### config.mk
export PLATFORM = sky130hd
export DESIGN_NAME = lvds_71tx_framer
export DESIGN_NICKNAME = d
export VERILOG_FILES = /design/src/rtl/lvds_71tx_framer.sv
export SDC_FILE = /design/constraint.sdc
export NUM_CORES = 1
export LEC_CHECK = 0
export ABC_AREA = 1
export CAP_MARGIN = 20
export CORE_MARGIN = 3
export CORE_UTILIZATION = 58
export CTS_CLUSTER_DIAMETER = 150
export DETAILED_ROUTE_END_ITERATION = 10
export PLACE_DENSITY = 0.87
export SLEW_MARGIN = 15
export SYNTH_ARGS = -nofsm -noshare
export SYNTH_HDL_FRONTEND = slang
export SYNTH_SLANG_ARGS = --single-unit
### constraint.sdc
create_clock -name sclk_i -period 4.4 [get_ports sclk_i]
set_clock_uncertainty 0.05 [all_clocks]
set_input_delay 0.88 -clock sclk_i [delete_from_list [all_inputs] [get_ports sclk_i]]
set_output_delay 0.88 -clock sclk_i [all_outputs]
set_load 0.01 [all_outputs]
### src/rtl/lvds_71tx_framer.sv
// Pixel-to-lane framer for the 7:1 LVDS serializer: pixel FIFO, RGB-to-lane bit mapping,
// clock-lane pattern and a link-training phase after reset or on request.
module lvds_71tx_framer #(
   parameter int         NUM_LINKS    = 1,
   parameter bit         RGB888       = 1'b1,
   parameter bit         MAP_VESA     = 1'b1,
   parameter logic [6:0] CLK_PATTERN  = 7'b1100011,
   parameter logic [6:0] TRAIN_WORD   = 7'b0000111,
   parameter int         TRAIN_CYCLES = 1024,
   parameter int         FIFO_DEPTH   = 8,
   parameter int         START_LEVEL  = 4
) (
   input  logic                            sclk_i,
   input  logic                            reset_i,
   input  logic                            in_valid_i,
   output logic                            in_ready_o,
   input  logic                            in_de_i,
   input  logic                            in_hs_i,
   input  logic                            in_vs_i,
   input  logic [24*NUM_LINKS-1:0]         in_rgb_i,
   input  logic                            train_req_i,
   output logic [7*NUM_LINKS-1:0]          clk_word_o,
   output logic [28*NUM_LINKS-1:0]         lane_word_o,
   output logic                            tx_active_o,
   output logic [$clog2(FIFO_DEPTH):0]     fifo_level_o,
   output logic [15:0]                     underflow_cnt_o
);

   localparam int PW = $clog2(FIFO_DEPTH);
   localparam int LW = PW + 1;
   localparam int RW = 24 * NUM_LINKS;
   localparam int DW = RW + 3;
   localparam int CW = (TRAIN_CYCLES > 1) ? $clog2(TRAIN_CYCLES) : 1;

   typedef enum logic [1:0] {S_TRAIN, S_FILL, S_STREAM} state_t;

   state_t              state_q, state_d;
   logic [CW-1:0]       train_cnt_q, train_cnt_d;
   logic [DW-1:0]       mem_q [FIFO_DEPTH];
   logic [PW-1:0]       wr_ptr_q, rd_ptr_q;
   logic [LW-1:0]       level_q;
   logic                hs_last_q, vs_last_q;
   logic [15:0]         underflow_q;
   logic [7*NUM_LINKS-1:0]  clk_word_q;
   logic [28*NUM_LINKS-1:0] lane_word_q, lane_word_d;

   logic                push, pop, flush, ready;
   logic [DW-1:0]       rd_data, beat;
   logic [RW-1:0]       beat_rgb;
   logic                beat_de, beat_hs, beat_vs;
   logic [28*NUM_LINKS-1:0] stream_word, train_word;

   // ---------------- FSM: state register ----------------
   always_ff @(posedge sclk_i) begin
      if (reset_i) begin
         state_q     <= S_TRAIN;
         train_cnt_q <= '0;
      end else begin
         state_q     <= state_d;
         train_cnt_q <= train_cnt_d;
      end
   end

   // ---------------- FSM: next state ----------------
   always_comb begin
      state_d     = state_q;
      train_cnt_d = '0;
      case (state_q)
         S_TRAIN: begin
            if (train_req_i)
               train_cnt_d = '0;
            else if (train_cnt_q == CW'(TRAIN_CYCLES - 1))
               state_d = S_FILL;
            else
               train_cnt_d = train_cnt_q + CW'(1);
         end
         S_FILL: begin
            if (train_req_i)
               state_d = S_TRAIN;
            else if (level_q >= LW'(START_LEVEL))
               state_d = S_STREAM;
         end
         S_STREAM: begin
            if (train_req_i)
               state_d = S_TRAIN;
         end
         default: state_d = S_TRAIN;
      endcase
   end

   // ---------------- FSM: outputs ----------------
   always_comb begin
      ready       = !reset_i && (state_q != S_TRAIN) && (level_q != LW'(FIFO_DEPTH));
      pop         = (state_q == S_STREAM) && (level_q != '0);
      lane_word_d = (state_q == S_STREAM) ? stream_word : train_word;
   end

   assign push  = in_valid_i && ready;
   // Beats accepted alongside a training request are dropped with the rest of the queue.
   assign flush = train_req_i;

   always_ff @(posedge sclk_i) begin
      if (reset_i || flush) begin
         wr_ptr_q <= '0;
         rd_ptr_q <= '0;
         level_q  <= '0;
      end else begin
         if (push) wr_ptr_q <= wr_ptr_q + PW'(1);
         if (pop)  rd_ptr_q <= rd_ptr_q + PW'(1);
         level_q <= level_q + LW'(push) - LW'(pop);
      end
   end

   always_ff @(posedge sclk_i) begin
      if (push)
         mem_q[wr_ptr_q] <= {in_de_i, in_hs_i, in_vs_i, in_rgb_i};
   end

   assign rd_data = mem_q[rd_ptr_q];

   // A starved cycle sends a blank beat that keeps the last sync levels.
   assign beat     = pop ? rd_data : {1'b0, hs_last_q, vs_last_q, {RW{1'b0}}};
   assign beat_de  = beat[DW-1];
   assign beat_hs  = beat[DW-2];
   assign beat_vs  = beat[DW-3];
   assign beat_rgb = beat[RW-1:0];

   always_ff @(posedge sclk_i) begin
      if (reset_i) begin
         hs_last_q   <= 1'b0;
         vs_last_q   <= 1'b0;
         underflow_q <= '0;
      end else begin
         if (pop) begin
            hs_last_q <= rd_data[DW-2];
            vs_last_q <= rd_data[DW-3];
         end
         if ((state_q == S_STREAM) && (level_q == '0) && (underflow_q != 16'hFFFF))
            underflow_q <= underflow_q + 16'd1;
      end
   end

   for (genvar gi = 0; gi < NUM_LINKS; gi++) begin : g_link
      logic [7:0] r, g, b;
      logic [6:0] l0, l1, l2, l3;
      logic       use_vesa;
      assign r = beat_rgb[24*gi+16 +: 8];
      assign g = beat_rgb[24*gi+8  +: 8];
      assign b = beat_rgb[24*gi    +: 8];
      // RGB666 always takes the top six bits of each colour, whatever MAP_VESA says.
      assign use_vesa = RGB888 && MAP_VESA;
      assign l0 = use_vesa ? {g[0], r[5:0]}   : {g[2], r[7:2]};
      assign l1 = use_vesa ? {b[1:0], g[5:1]} : {b[3:2], g[7:3]};
      assign l2 = use_vesa ? {beat_de, beat_vs, beat_hs, b[5:2]}
                           : {beat_de, beat_vs, beat_hs, b[7:4]};
      assign l3 = !RGB888 ? 7'b0 :
                  (MAP_VESA ? {1'b0, b[7:6], g[7:6], r[7:6]} : {1'b0, b[1:0], g[1:0], r[1:0]});
      assign stream_word[28*gi +: 28] = {l3, l2, l1, l0};
      assign train_word[28*gi +: 28]  = {(RGB888 ? TRAIN_WORD : 7'b0), TRAIN_WORD, TRAIN_WORD, TRAIN_WORD};
   end

   always_ff @(posedge sclk_i) begin
      if (reset_i) begin
         clk_word_q  <= '0;
         lane_word_q <= '0;
      end else begin
         clk_word_q  <= {NUM_LINKS{CLK_PATTERN}};
         lane_word_q <= lane_word_d;
      end
   end

   assign in_ready_o      = ready;
   assign clk_word_o      = clk_word_q;
   assign lane_word_o     = lane_word_q;
   assign tx_active_o     = (state_q == S_STREAM);
   assign fifo_level_o    = level_q;
   assign underflow_cnt_o = underflow_q;

endmodule
# ---- After elaboration in Yosys (flattened, before gate mapping)
# Memories as Yosys holds them, arrays and structs flattened. A register that Yosys moved wholly into a read port is not among the register bits.
# Index checks and enable logic that the tools add are counted.
dict set report op_classes {
  add_sub_neg 6
  order_cmp 1
  eq_ne 9
  n_mux 13
  bitwise 3
  n_reduce_logical 16
}
# op count
set op_table {}
lappend op_table {{27-bit two-way mux} 1}
lappend op_table {{24-bit two-way mux} 1}
lappend op_table {{16-bit by 1-bit adder with 16-bit output, second input constant} 1}
lappend op_table {{16-bit inequality test, second input constant} 1}
lappend op_table {{10-bit by 1-bit adder with 10-bit output, second input constant} 1}
lappend op_table {{10-bit equality test, second input constant} 1}
lappend op_table {{2-bit two-way mux} 5}
lappend op_table {{7-bit two-way mux} 1}
lappend op_table {{3-bit by 1-bit adder with 3-bit output, second input constant} 2}
lappend op_table {{1-bit logical AND} 6}
lappend op_table {{3-bit two-way mux} 2}
lappend op_table {{2-bit inequality test, second input constant} 3}
lappend op_table {{2-bit one-hot mux with 3 select lines} 1}
lappend op_table {{4-bit by 1-bit adder with 4-bit output} 1}
lappend op_table {{4-bit by 3-bit greater-or-equal comparator with 1-bit output, second input constant} 1}
lappend op_table {{4-bit logical NOT} 1}
lappend op_table {{4-bit inequality test, second input constant} 1}
lappend op_table {{4-bit AND reduction} 1}
lappend op_table {{4-bit nonzero test} 1}
lappend op_table {{4-bit OR reduction} 1}
lappend op_table {{4-bit by 1-bit subtractor with 4-bit output} 1}
lappend op_table {{3-bit inequality test, second input constant} 1}
lappend op_table {{1-bit NOT} 3}
lappend op_table {{3-bit OR reduction} 1}
lappend op_table {{8 further kinds} 9}
dict set report word_totals {
  ff_bits 75
  ram_bits 216
  input_bits 31
  output_inout_bits 57
  wordCells 61
  mem_count 1
}
# name depth width read_ports rd_ports_with_merged_regs write_ports line
set memory_table {}
lappend memory_table {mem_q 8 27 1 1 1 39} ;# logic [DW-1:0] mem_q [FIFO_DEPTH];

# ---- Longest topological paths before layout
# Gate-level depths: netlist of run 1.
dict set report depth {
  ltp_word 6
  mapped_depth 13
  ltp_nobuf 13
}

# ---- Worst setup path after synthesis of run 1
# Ideal clock, no wire load.
dict set report synth_timing {
  kind {input-to-reg}
  from {input reset_i}
  to {memory mem_q[7][0] (netlist name) (enable)}
  setup_ns 0.445
  arrival_ns 3.456
  t_required_ns 3.905
  slack_ns 0.449
  path_stages 6
  path_buffers 1
  cell_sequence {buf_2 inv_2 nand2_1 nor2_2 nand2_1 nor3_1}
}
dict set report synth_between {
  elab_chain_cells 6
}
# element line
set synth_rtl {}
lappend synth_rtl {{start, declared} 14} ;# input logic reset_i,
lappend synth_rtl {{1-bit logical NOT} 93} ;# ready = !reset_i && (state_q != S_TRAIN) && (level_q != LW'(FIFO_DEPTH));
lappend synth_rtl {{1-bit logical AND (2 in series)} 93}
lappend synth_rtl {{named net in_ready_o} 16} ;# output logic in_ready_o,
lappend synth_rtl {{1-bit logical AND} 98} ;# assign push = in_valid_i && ready;
lappend synth_rtl {{1-bit two-way mux} 115} ;# if (push)
lappend synth_rtl {{1-bit two-way mux (not written as such)} 116} ;# mem_q[wr_ptr_q] <= {in_de_i, in_hs_i, in_vs_i, in_rgb_i};
lappend synth_rtl {{end, declared} 39}
# The timed path passes the listed nets, and every way through them passes these cells.

# ---- Worst setup path in the final report of run 1
dict set report layout_timing {
  from {input reset_i}
  to {output in_ready_o}
}
dict set report layout_between {
  elab_chain_cells 3
}
# element line
set layout_rtl {}
lappend layout_rtl {{1-bit logical NOT} 93}
lappend layout_rtl {{1-bit logical AND (2 in series)} 93}
lappend layout_rtl {{end, declared} 16}
# Every way passes these cells.

==> results.yml, run 1 <==
route:
  dr.max_layer_used: "met4"
  route.detailed.drc: 0
  firstDrtPassIters: 5
  met3WireLength_mm: 2.03
  wl_met1_mm: 9.58
  antenna_left: 0
  post_drt_via_cell_ratio: 5.71
  drt_iter0_markers: 891
  postRouteWirelength_mm: 24.9
  wire_per_inst_um: 17.6
  routed-via-count: 8073
  route.met2.wl_mm: 12.5
power_and_ir_drop:
  irDropWorstVdd_v: 0.000465
  internal_power_mw: 4.36
  p_leak_nw: 4.68
  pwr_density_cell_nw_per_um2: 402
  comb_power_share_pct: 1.7
  total_power_of_the_final_layout_mw: 5.40
  power.share.clock_pct: 44.3
  switching_share_pct: 19.2
  p_switching_mw: 1.04
  pwr-share-seq_pct: 54.0
global_route:
  globalRoute.totalOverflow: 0
  grt_start_max_net_pins: 115
  number_of_antenna_violations_at_the_first_check_in_global_routing: 0
  via_count_of_the_first_global_routing_pass: 7846
  globalRouteTotalUtil_pct: 22.5
  global_route_wire_length_before_repair_mm: 39.0
floorplan:
  floorplan.rows: 50
  top_level_ports: 88
  start_util_pct: 60.0
  core-area_um2: 19000
  die_width_um: 146
  die_area_um2: 21400
  dieHeight_um: 146
clock_tree:
  clock_path_buffers: 3
  post_cts_setup_driven_buffer_insertion_count: 0
  cts-htree-levels: 1
  worst_skew_pair.late_latency_ps: 540
  cts_inserted_buffers: 28
  postCtsHoldBufs: 0
  cts_root_buffer: "sky130_fd_sc_hd__clkbuf_16"
  clk_pin_slew_ps: 60
  clock_sinks: 287
  post_cts_resize_count: 0
  cts_tree: "built"
setup_path:
  crit_path_end: "in_ready_o"
  ff2ff_setup_slack_ps: 1710
  crit_slowest_cell: "sky130_fd_sc_hd__clkdlybuf4s50_1"
  cp_data_required_time_ps: 3470
  crit_path_cell_trace: "clkdlybuf4s50_1 > inv_2 > nand2_1 > nor2_2 > clkdlybuf4s50_1"
  cell_family_with_most_cp_delay: "buffers and inverters"
  cp_num_buf_inv: 3
  cp_data_arrival_time_ps: 2330
  r2r_startpoint: "fifo_level_o[2]"
  worstSetupEndpointType: "output pin"
  cp_slowest_stage_delay_ps: 600
  path_max_fanout: 7
  cp_common_cell: "sky130_fd_sc_hd__clkdlybuf4s50_1"
  worst_reg_to_reg_path_cell_count: 11
  critical_path_cell_count: 5
  rr_endpoint: "fifo_level_o[1]"
  worst_setup_path_start_kind: "input pin"
  worstSetupPathType: "in2out"
  worstSetupStartpoint: "reset_i"
yosys:
  mappedNetlistArea_um2: 11400
  postSynthCellCount: 1051
  syn-mean-instance-area_um2: 10.9
  synth-seq-cells: 287
  yosys_warnings: 0
  synth.lib_cells_used.distinct: 31
  synth-seq-area-share_pct: 69.3
timing:
  finalCritPeriodShare_pct: 74.2
  rsz_0062_raised_after_global_routing: "false"
  max_freq_mhz: 306
  count_of_final_max_slew_check_failures: 0
  worst_slew_pin_tran_ps: 828
  final_period_minus_worst_setup_slack_ps: 3260
  timing.final.hold_violations: 0
  setup-tns-final_ps: 0
  report.final.setup_viol: 0
  relSlewSlack_pct: 44.4
layout:
  area_growth_syn_to_layout_pct: 17.7
  layout.nets: 1173
  num_antenna_cells: 0
  filler_cell_count: 1273
  drive_gt1_share_pct: 6.85
placed_design:
  dpl.hpwl_mm: 14.2
  io_buffers: 83
  final_gp_congestion: 0.789
min_path:
  worst_hold_path_type: "reg2reg"
  timing.hold.worst_path_depth: 2
run:
  maxCapViolCount: 0
outcome:
  run_status: "finished, final reports clean"
==> registers in the layout, indices dropped and copies added, names as in the netlist, 2 cells and up, named ones only <==
register,cells
train_cnt_q,10
lane_word_o,27
rd_ptr_q,3
mem_q,216
fifo_level_o,4
wr_ptr_q,3
underflow_cnt_o,16
state_q,2
==> cell type report <==
cell class              instances  area, um2  area share (%)
clock buffers                  35        727            5.41
multi-input cells             658       3070            22.9
clock inverters                17        205            1.53
repair buffers                102        993            7.39
well taps                     260        325            2.42
inverters                      54        203            1.51
flip-flops and latches        287       7910            58.9
==> placed cells by master (no fill, tap or decap), types with 2 or more instances in the layout <==
cell type                         instances
sky130_fd_sc_hd__nor2_1                 188
sky130_fd_sc_hd__buf_4                   18
sky130_fd_sc_hd__nor2_2                   7
sky130_fd_sc_hd__o211ai_1                13
sky130_fd_sc_hd__xor2_1                   7
sky130_fd_sc_hd__o21ai_0                 57
sky130_fd_sc_hd__nor3_1                   2
sky130_fd_sc_hd__o22ai_1                 13
sky130_fd_sc_hd__ha_1                    10
sky130_fd_sc_hd__clkbuf_16               28
sky130_fd_sc_hd__clkinv_1                 9
sky130_fd_sc_hd__edfxtp_1               216
sky130_fd_sc_hd__o21ai_1                 32
sky130_fd_sc_hd__clkbuf_1                 7
sky130_fd_sc_hd__clkinv_2                 2
sky130_fd_sc_hd__nand2_1                200
sky130_fd_sc_hd__nand4_1                 10
sky130_fd_sc_hd__clkinv_8                 2
sky130_fd_sc_hd__inv_2                    5
sky130_fd_sc_hd__nor3_2                   4
sky130_fd_sc_hd__dfxtp_1                 69
sky130_fd_sc_hd__a21oi_1                 42
sky130_fd_sc_hd__conb_1                   4
sky130_fd_sc_hd__xnor2_1                  6
sky130_fd_sc_hd__nand3_1                 56
sky130_fd_sc_hd__nor2_4                   2
sky130_fd_sc_hd__bufinv_16                4
sky130_fd_sc_hd__inv_1                   47
sky130_fd_sc_hd__clkdlybuf4s50_1         83
==> how the worst min path moves through the flow <==
stage,startpoint,end,slack [ps]
floorplan,train_cnt_q[0],train_cnt_q[0],380
detailed placement,rd_ptr_q[2],flip-flop,410
finish,rd_ptr_q[2],flip-flop,410
global placement,train_cnt_q[0],train_cnt_q[0],390
CTS,rd_ptr_q[2],flip-flop,410
global route,rd_ptr_q[2],flip-flop,440
==> stage by stage <==
step           instance area [um2]  util (%)  hold WS [ps]  instances  setup slack (ps)
4_1_cts                      13400      70.5           414       1412              1150
5_1_grt                      13400      70.7           442       1413              1080
6_report                     13400      70.7           409       1413              1140
3_5_place_dp                 12500      65.6           409       1360              1060
3_3_place_gp                 12500      65.6           390       1360              1130
2_1_floorplan                11400         -           380       1054               449
==> synthesized netlist by cell type <==
cell type                  instances  share of area (%)
sky130_fd_sc_hd__o211ai_1         13               0.85
sky130_fd_sc_hd__clkbuf_1         19               0.62
sky130_fd_sc_hd__o21ai_1          32                1.4
sky130_fd_sc_hd__a21oi_1          42                1.8
sky130_fd_sc_hd__nand3_1          56                2.5
sky130_fd_sc_hd__nor2_4            2               0.20
sky130_fd_sc_hd__xor2_1            7               0.54
sky130_fd_sc_hd__inv_2             5               0.16
sky130_fd_sc_hd__buf_6             1              0.099
sky130_fd_sc_hd__dfxtp_1          71                 12
sky130_fd_sc_hd__nor2_8            1               0.18
sky130_fd_sc_hd__buf_2            25                1.1
sky130_fd_sc_hd__o21ai_0          57                2.5
sky130_fd_sc_hd__clkinv_1          2              0.066
sky130_fd_sc_hd__ha_1             10                1.1
sky130_fd_sc_hd__edfxtp_1        216                 57
sky130_fd_sc_hd__o211ai_2          1               0.11
sky130_fd_sc_hd__xnor2_1           6               0.46
sky130_fd_sc_hd__nor2_2            3               0.16
sky130_fd_sc_hd__or2_1             1              0.055
sky130_fd_sc_hd__nand4_1          10               0.55
sky130_fd_sc_hd__buf_4             8               0.53
sky130_fd_sc_hd__nand2_1         200                6.6
sky130_fd_sc_hd__nor3_1            6               0.26
sky130_fd_sc_hd__o22ai_1          13               0.71
sky130_fd_sc_hd__conb_1            1              0.033
sky130_fd_sc_hd__buf_1             2              0.066
sky130_fd_sc_hd__fa_1              1               0.18
sky130_fd_sc_hd__nor2_1          192                6.3
sky130_fd_sc_hd__inv_1            47                1.5
sky130_fd_sc_hd__nor3b_1           1              0.066
==> layer usage <==
layer / up-vias / global-route usage (%)
li1: 3743 / -
met1: 3848 / 29.1
met2: 408 / 38.3
met3: 74 / 3.69
met4: 0 / 9.22
met5: - / 0
==> worst reg2reg max path, delay by kind of cell (launching register included) <==
kind / cells / cell delay [ps]
adder cells (fa/ha/maj): 4 / 1180
AND/OR/NAND/NOR: 3 / 730
buffers and inverters: 4 / 300
flip-flops: 1 / 330
==> cell families (layout without fill, tap and decap cells) <==
group,after synthesis,after routing,synth area share (%)
buffers and inverters,109,208,4.19
AND/OR/NAND/NOR,472,472,16.8
other,1,4,0.0329
XOR/XNOR,13,13,0.997
adder cells (fa/ha/maj),11,11,1.27
AO/OA/AOI/OAI,158,158,7.42
flip-flops,287,287,69.3
==> power by group through the flow <==
stage               clock (mW)  sequential (mW)  combinational, mW
global placement             0             2.97             0.0879
global route              2.53             2.91             0.0987
finish                    2.39             2.91             0.0917
CTS                       2.42             2.91             0.0908
floorplan                    0             2.98             0.0199
detailed placement           0             2.97             0.0901
Power figures use the tool's default switching activity.
==> run 2, diff against run 1 <==
==> constraint.sdc (replaced) <==
create_clock -name sclk_i -period 3.1 [get_ports sclk_i]
set_clock_uncertainty 0.05 [all_clocks]
set_input_delay 0.62 -clock sclk_i [delete_from_list [all_inputs] [get_ports sclk_i]]
set_output_delay 0.62 -clock sclk_i [all_outputs]
set_load 0.01 [all_outputs]
==> results.yml, run 2 (synthesis results as in run 1) <==
setup_path:
  cp_slowest_stage_delay_ps: 590
  worstSetupEndpointType: "output pin"
  crit_slowest_cell: "sky130_fd_sc_hd__clkdlybuf4s50_1"
  worstSetupPathType: "reg2out"
  cell_family_with_most_cp_delay: "buffers and inverters"
  crit_path_cell_trace: "inv_1 > ha_1 > nand3_1 > nand2_1 > nor2_2 > clkdlybuf4s50_1"
  worst_setup_path_start_kind: "flip-flop"
  cp_data_required_time_ps: 2430
  path_max_fanout: 5
  cp_num_buf_inv: 2
  cp_data_arrival_time_ps: 2110
clock_tree:
  worst_skew_pair.late_latency_ps: 550
  postCtsHoldBufs: 0
  clock_sinks: 287
  cts_inserted_buffers: 28
  clock_path_buffers: 3
  clk_pin_slew_ps: 60
  post_cts_setup_driven_buffer_insertion_count: 0
  cts_root_buffer: "sky130_fd_sc_hd__clkbuf_16"
  post_cts_resize_count: 0
  cts_tree: "built"
  cts-htree-levels: 1
layout:
  finalInstanceArea_um2: 13500
  registers.top_by_ff_count: "mem_q"
  layout.cells.most_common: "sky130_fd_sc_hd__edfxtp_1"
  flip_flop_count_of_the_largest_register_after_layout: 216
  layout.nets: 1180
  layout_common_cells: "sky130_fd_sc_hd__edfxtp_1, sky130_fd_sc_hd__nand2_1, sky130_fd_sc_hd__nor2_1"
  filler_cell_count: 1250
  num_antenna_cells: 0
  drive_gt1_share_pct: 8.02
  area_growth_syn_to_layout_pct: 18.1
floorplan:
  die_width_um: 146
  dieHeight_um: 146
  floorplan.rows: 50
  core-area_um2: 19000
  top_level_ports: 88
  die_area_um2: 21400
  start_util_pct: 60.0
route:
  post_drt_via_cell_ratio: 5.77
  antenna_left: 0
  routed-via-count: 8194
  drt_iter0_markers: 885
  wire_per_inst_um: 18.6
  route.detailed.drc: 0
  firstDrtPassIters: 6
  postRouteWirelength_mm: 26.5
timing:
  timing.final.hold_violations: 0
  hold_slack_ps: 405
  worst_slew_pin_tran_ps: 1040
  report.final.setup_viol: 0
  count_of_final_max_slew_check_failures: 0
  rsz_0062_raised_after_global_routing: "false"
  finalCritPeriodShare_pct: 89.8
  max_freq_mhz: 359
  relSlewSlack_pct: 30.3
  final_period_minus_worst_setup_slack_ps: 2780
power_and_ir_drop:
  irDropWorstVdd_v: 0.000571
  total_power_of_the_final_layout_mw: 7.67
  pwr_density_cell_nw_per_um2: 569
  p_leak_nw: 4.73
global_route:
  number_of_antenna_violations_at_the_first_check_in_global_routing: 0
  global_route_wire_length_before_repair_mm: 42.0
  via_count_of_the_first_global_routing_pass: 8129
  globalRoute.totalOverflow: 0
  globalRouteTotalUtil_pct: 24.4
  grt_start_max_net_pins: 115
run:
  maxCapViolCount: 0
min_path:
  worst_hold_path_type: "reg2reg"
placed_design:
  post_dp_cell_area_um2: 12500
  io_buffers: 83
  final_gp_congestion: 0.794
  dpl.hpwl_mm: 15.0
outcome:
  run_status: "finished, final reports clean"
-- run 2: cell types whose count changed in the layout (fill, tap and decap cells not counted), sizes merged --
cell      change
clkinvlp      -1
inv           +1
clkbuf        -4
buf           +7
clkinv        +4
-- run 2: cell type report --
class | count | area [um2] | area share [%]
clock buffers | 31 | 712 | 5.28
clock inverters | 21 | 215 | 1.60
inverters | 54 | 203 | 1.50
multi-input cells | 658 | 3070 | 22.8
flip-flops and latches | 287 | 7910 | 58.7
well taps | 260 | 325 | 2.41
repair buffers | 109 | 1040 | 7.71
-- run 2: report_power, final --
group | leakage, nW | internal [mW] | switching (mW) | total, mW
clock | 0.466 | 1.99 | 1.41 | 3.40
sequential | 2.52 | 4.13 | 0.00371 | 4.14
combinational | 1.75 | 0.0585 | 0.0754 | 0.134
-- run 2: metrics by stage --
stage | util, % | TNS, ps | cells | worst slack (ps)
after CTS | 70.9 | 0 | 1420 | 316
after global routing | 70.9 | 0 | 1420 | 240
after floorplan | - | -63800 | 1054 | -591
final | 70.9 | 0 | 1420 | 316
after global placement | 66.0 | 0 | 1368 | 297
after detailed placement | 66.0 | 0 | 1368 | 241
-- run 2: worst paths after layout --
check	to	slack, ps	cells past startpoint	from
min reg2reg	train_cnt_q[0]	400	1	train_cnt_q[0]
min	train_cnt_q[0]	400	1	train_cnt_q[0]
max reg2reg	mem_q[6][21]	670	8	fifo_level_o[2]
max	in_ready_o	320	6	fifo_level_o[2]
-- run 2: per-layer routing --
layer	GRT usage, %	wire (um)	part of all wire (%)	vias to the layer above
li1	-	-	-	3767
met1	30.0	9580	36	3845
met2	42.8	13600	51	493
met3	4.62	2430	9.2	89
met4	9.78	872	3.3	0
met5	0	0	0	-
-- run 2: worst register-to-register path: cells and delay by family (launching register included) --
family	cells	cell delay, ps
adders and majority gates	1	200
buffers and inverters	2	390
DFF	1	330
and+or+nand+nor	5	1150
==> run 3, diff against run 2 <==
--- a/config.mk
+++ b/config.mk
@@ -6,12 +6,15 @@
 export NUM_CORES = 1
 export LEC_CHECK = 0
 export ABC_AREA = 1
+export ABC_CLOCK_PERIOD_IN_PS = 3100
 export CAP_MARGIN = 20
 export CORE_MARGIN = 3
 export CORE_UTILIZATION = 58
 export CTS_CLUSTER_DIAMETER = 150
 export DETAILED_ROUTE_END_ITERATION = 10
 export PLACE_DENSITY = 0.87
+export REMOVE_ABC_BUFFERS = 1
+export SKIP_CTS_REPAIR_TIMING = 1
 export SLEW_MARGIN = 15
 export SYNTH_ARGS = -nofsm -noshare
 export SYNTH_HDL_FRONTEND = slang
==> results.yml, run 3 (synthesis results as in run 1) <==
outcome:
  run_status: "finished, final reports clean"
power_and_ir_drop:
  comb_power_share_pct: 1.8
  switching_share_pct: 19.1
  irDropWorstVdd_v: 0.000660
  p_leak_nw: 4.69
  internal_power_mw: 6.10
  p_switching_mw: 1.45
  pwr_density_cell_nw_per_um2: 562
  pwr-share-seq_pct: 54.8
  power.share.clock_pct: 43.4
floorplan:
  die_area_um2: 21400
  top_level_ports: 88
  floorplan.rows: 50
  die_width_um: 146
  dieHeight_um: 146
  core-area_um2: 19000
  start_util_pct: 60.0
layout:
  filler_cell_count: 1237
  finalInstanceArea_um2: 13400
  finish.cell_count_without_fillers: 1415
  drive_gt1_share_pct: 7.19
  area_growth_syn_to_layout_pct: 17.7
  flip_flop_count_of_the_largest_register_after_layout: 216
  layout_common_cells: "sky130_fd_sc_hd__edfxtp_1, sky130_fd_sc_hd__nand2_1, sky130_fd_sc_hd__nor2_1"
  final-seq-area_um2: 7910
  layout.nets: 1176
  num_antenna_cells: 0
  layout.cells.most_common: "sky130_fd_sc_hd__edfxtp_1"
  registers.top_by_ff_count: "mem_q"
  multi_input_area_um2: 3070
global_route:
  global_route_wire_length_before_repair_mm: 41.2
  via_count_of_the_first_global_routing_pass: 8243
  globalRoute.totalOverflow: 0
  grt_start_max_net_pins: 81
  globalRouteTotalUtil_pct: 23.9
  number_of_antenna_violations_at_the_first_check_in_global_routing: 0
clock_tree:
  clock_sinks: 287
  cts-htree-levels: 1
  cts_root_buffer: "sky130_fd_sc_hd__clkbuf_16"
  clock_path_buffers: 3
  worst_skew_pair.late_latency_ps: 530
  cts_inserted_buffers: 28
  clk_pin_slew_ps: 60
  cts_tree: "built"
min_path:
  timing.hold.worst_path_depth: 2
  hold_path.startpoint: "rd_ptr_q[2]"
  worst_hold_path_type: "reg2reg"
placed_design:
  dpl.hpwl_mm: 15.0
  io_buffers: 83
  final_gp_congestion: 0.809
  detailedPlace.worstSlack_ps: 226
  dpl.cell_count: 1364
  post_dp_cell_area_um2: 12500
run:
  maxCapViolCount: 0
timing:
  finalWorstSetupSlack_ps: 379
  rsz_0062_raised_after_global_routing: "false"
  max_freq_mhz: 367
  final_period_minus_worst_setup_slack_ps: 2720
  finalCritPeriodShare_pct: 87.8
  setup-tns-final_ps: 0
  report.final.setup_viol: 0
  relSlewSlack_pct: 33.7
  worst_slew_pin_tran_ps: 988
  timing.final.hold_violations: 0
  count_of_final_max_slew_check_failures: 0
route:
  firstDrtPassIters: 6
  drt_iter0_markers: 1084
  post_drt_via_cell_ratio: 5.68
  postRouteWirelength_mm: 25.7
  route.detailed.drc: 0
  routed-via-count: 8041
  wire_per_inst_um: 18.1
  antenna_left: 0
setup_path:
  ff2ff_setup_slack_ps: 730
  path_max_fanout: 7
  worstSetupPathType: "in2out"
  rr_endpoint: "fifo_level_o[2]"
  cp_data_arrival_time_ps: 2050
  r2r_startpoint: "fifo_level_o[2]"
  worstSetupEndpointType: "output pin"
  worst_reg_to_reg_path_cell_count: 12
  cp_data_required_time_ps: 2430
  worst_setup_path_start_kind: "input pin"
[run 3: layout make-up]
cell class / count / share of cell area, %
clock buffers: 36 / 5.75
clock inverters: 15 / 0.885
inverters: 54 / 1.51
multi-input cells: 658 / 22.9
flip-flops and latches: 287 / 58.9
well taps: 260 / 2.42
repair buffers: 105 / 7.69
[run 3: per-stage QoR]
step	util [%]	hold WS, ps	total power, mW
floorplan	-	380	4.24
global placement	66.0	387	4.35
detailed placement	66.0	407	4.35
CTS	70.7	422	7.57
global route	70.7	449	7.75
finish	70.7	424	7.55
[run 3: worst max-delay path by stage]
stage                    startpoint               to  slack, ps
finish                      reset_i       in_ready_o        380
global route        fifo_level_o[2]       in_ready_o        290
CTS                 fifo_level_o[2]       in_ready_o        380
detailed placement          reset_i  fifo_level_o[2]        230
global placement            reset_i  fifo_level_o[2]        300
floorplan                 flip-flop        hs_last_q       -780
[run 3: metal layers]
metal | global-route usage (%) | up-vias | part of all wire (%)
met5 | 0 | - | 0
met4 | 10.1 | 0 | 3.4
met3 | 3.60 | 76 | 8.6
met2 | 40.8 | 438 | 51
met1 | 30.8 | 3786 | 37
li1 | - | 3741 | -
[run 3: power groups by stage]
stage / Combinational [mW] / Sequential (mW) / Clock, mW
2_1_floorplan: 0.0162 / 4.23 / 0
6_report: 0.133 / 4.14 / 3.28
3_3_place_gp: 0.127 / 4.22 / 0
4_1_cts: 0.132 / 4.14 / 3.30
3_5_place_dp: 0.130 / 4.22 / 0
5_1_grt: 0.143 / 4.14 / 3.47
[run 3: critical path: stages]
cell and delay (ps):
sky130_fd_sc_hd__clkdlybuf4s50_1 440, sky130_fd_sc_hd__inv_2 120, sky130_fd_sc_hd__nand2_1 80, sky130_fd_sc_hd__nor2_2 200, sky130_fd_sc_hd__clkdlybuf4s50_1 590
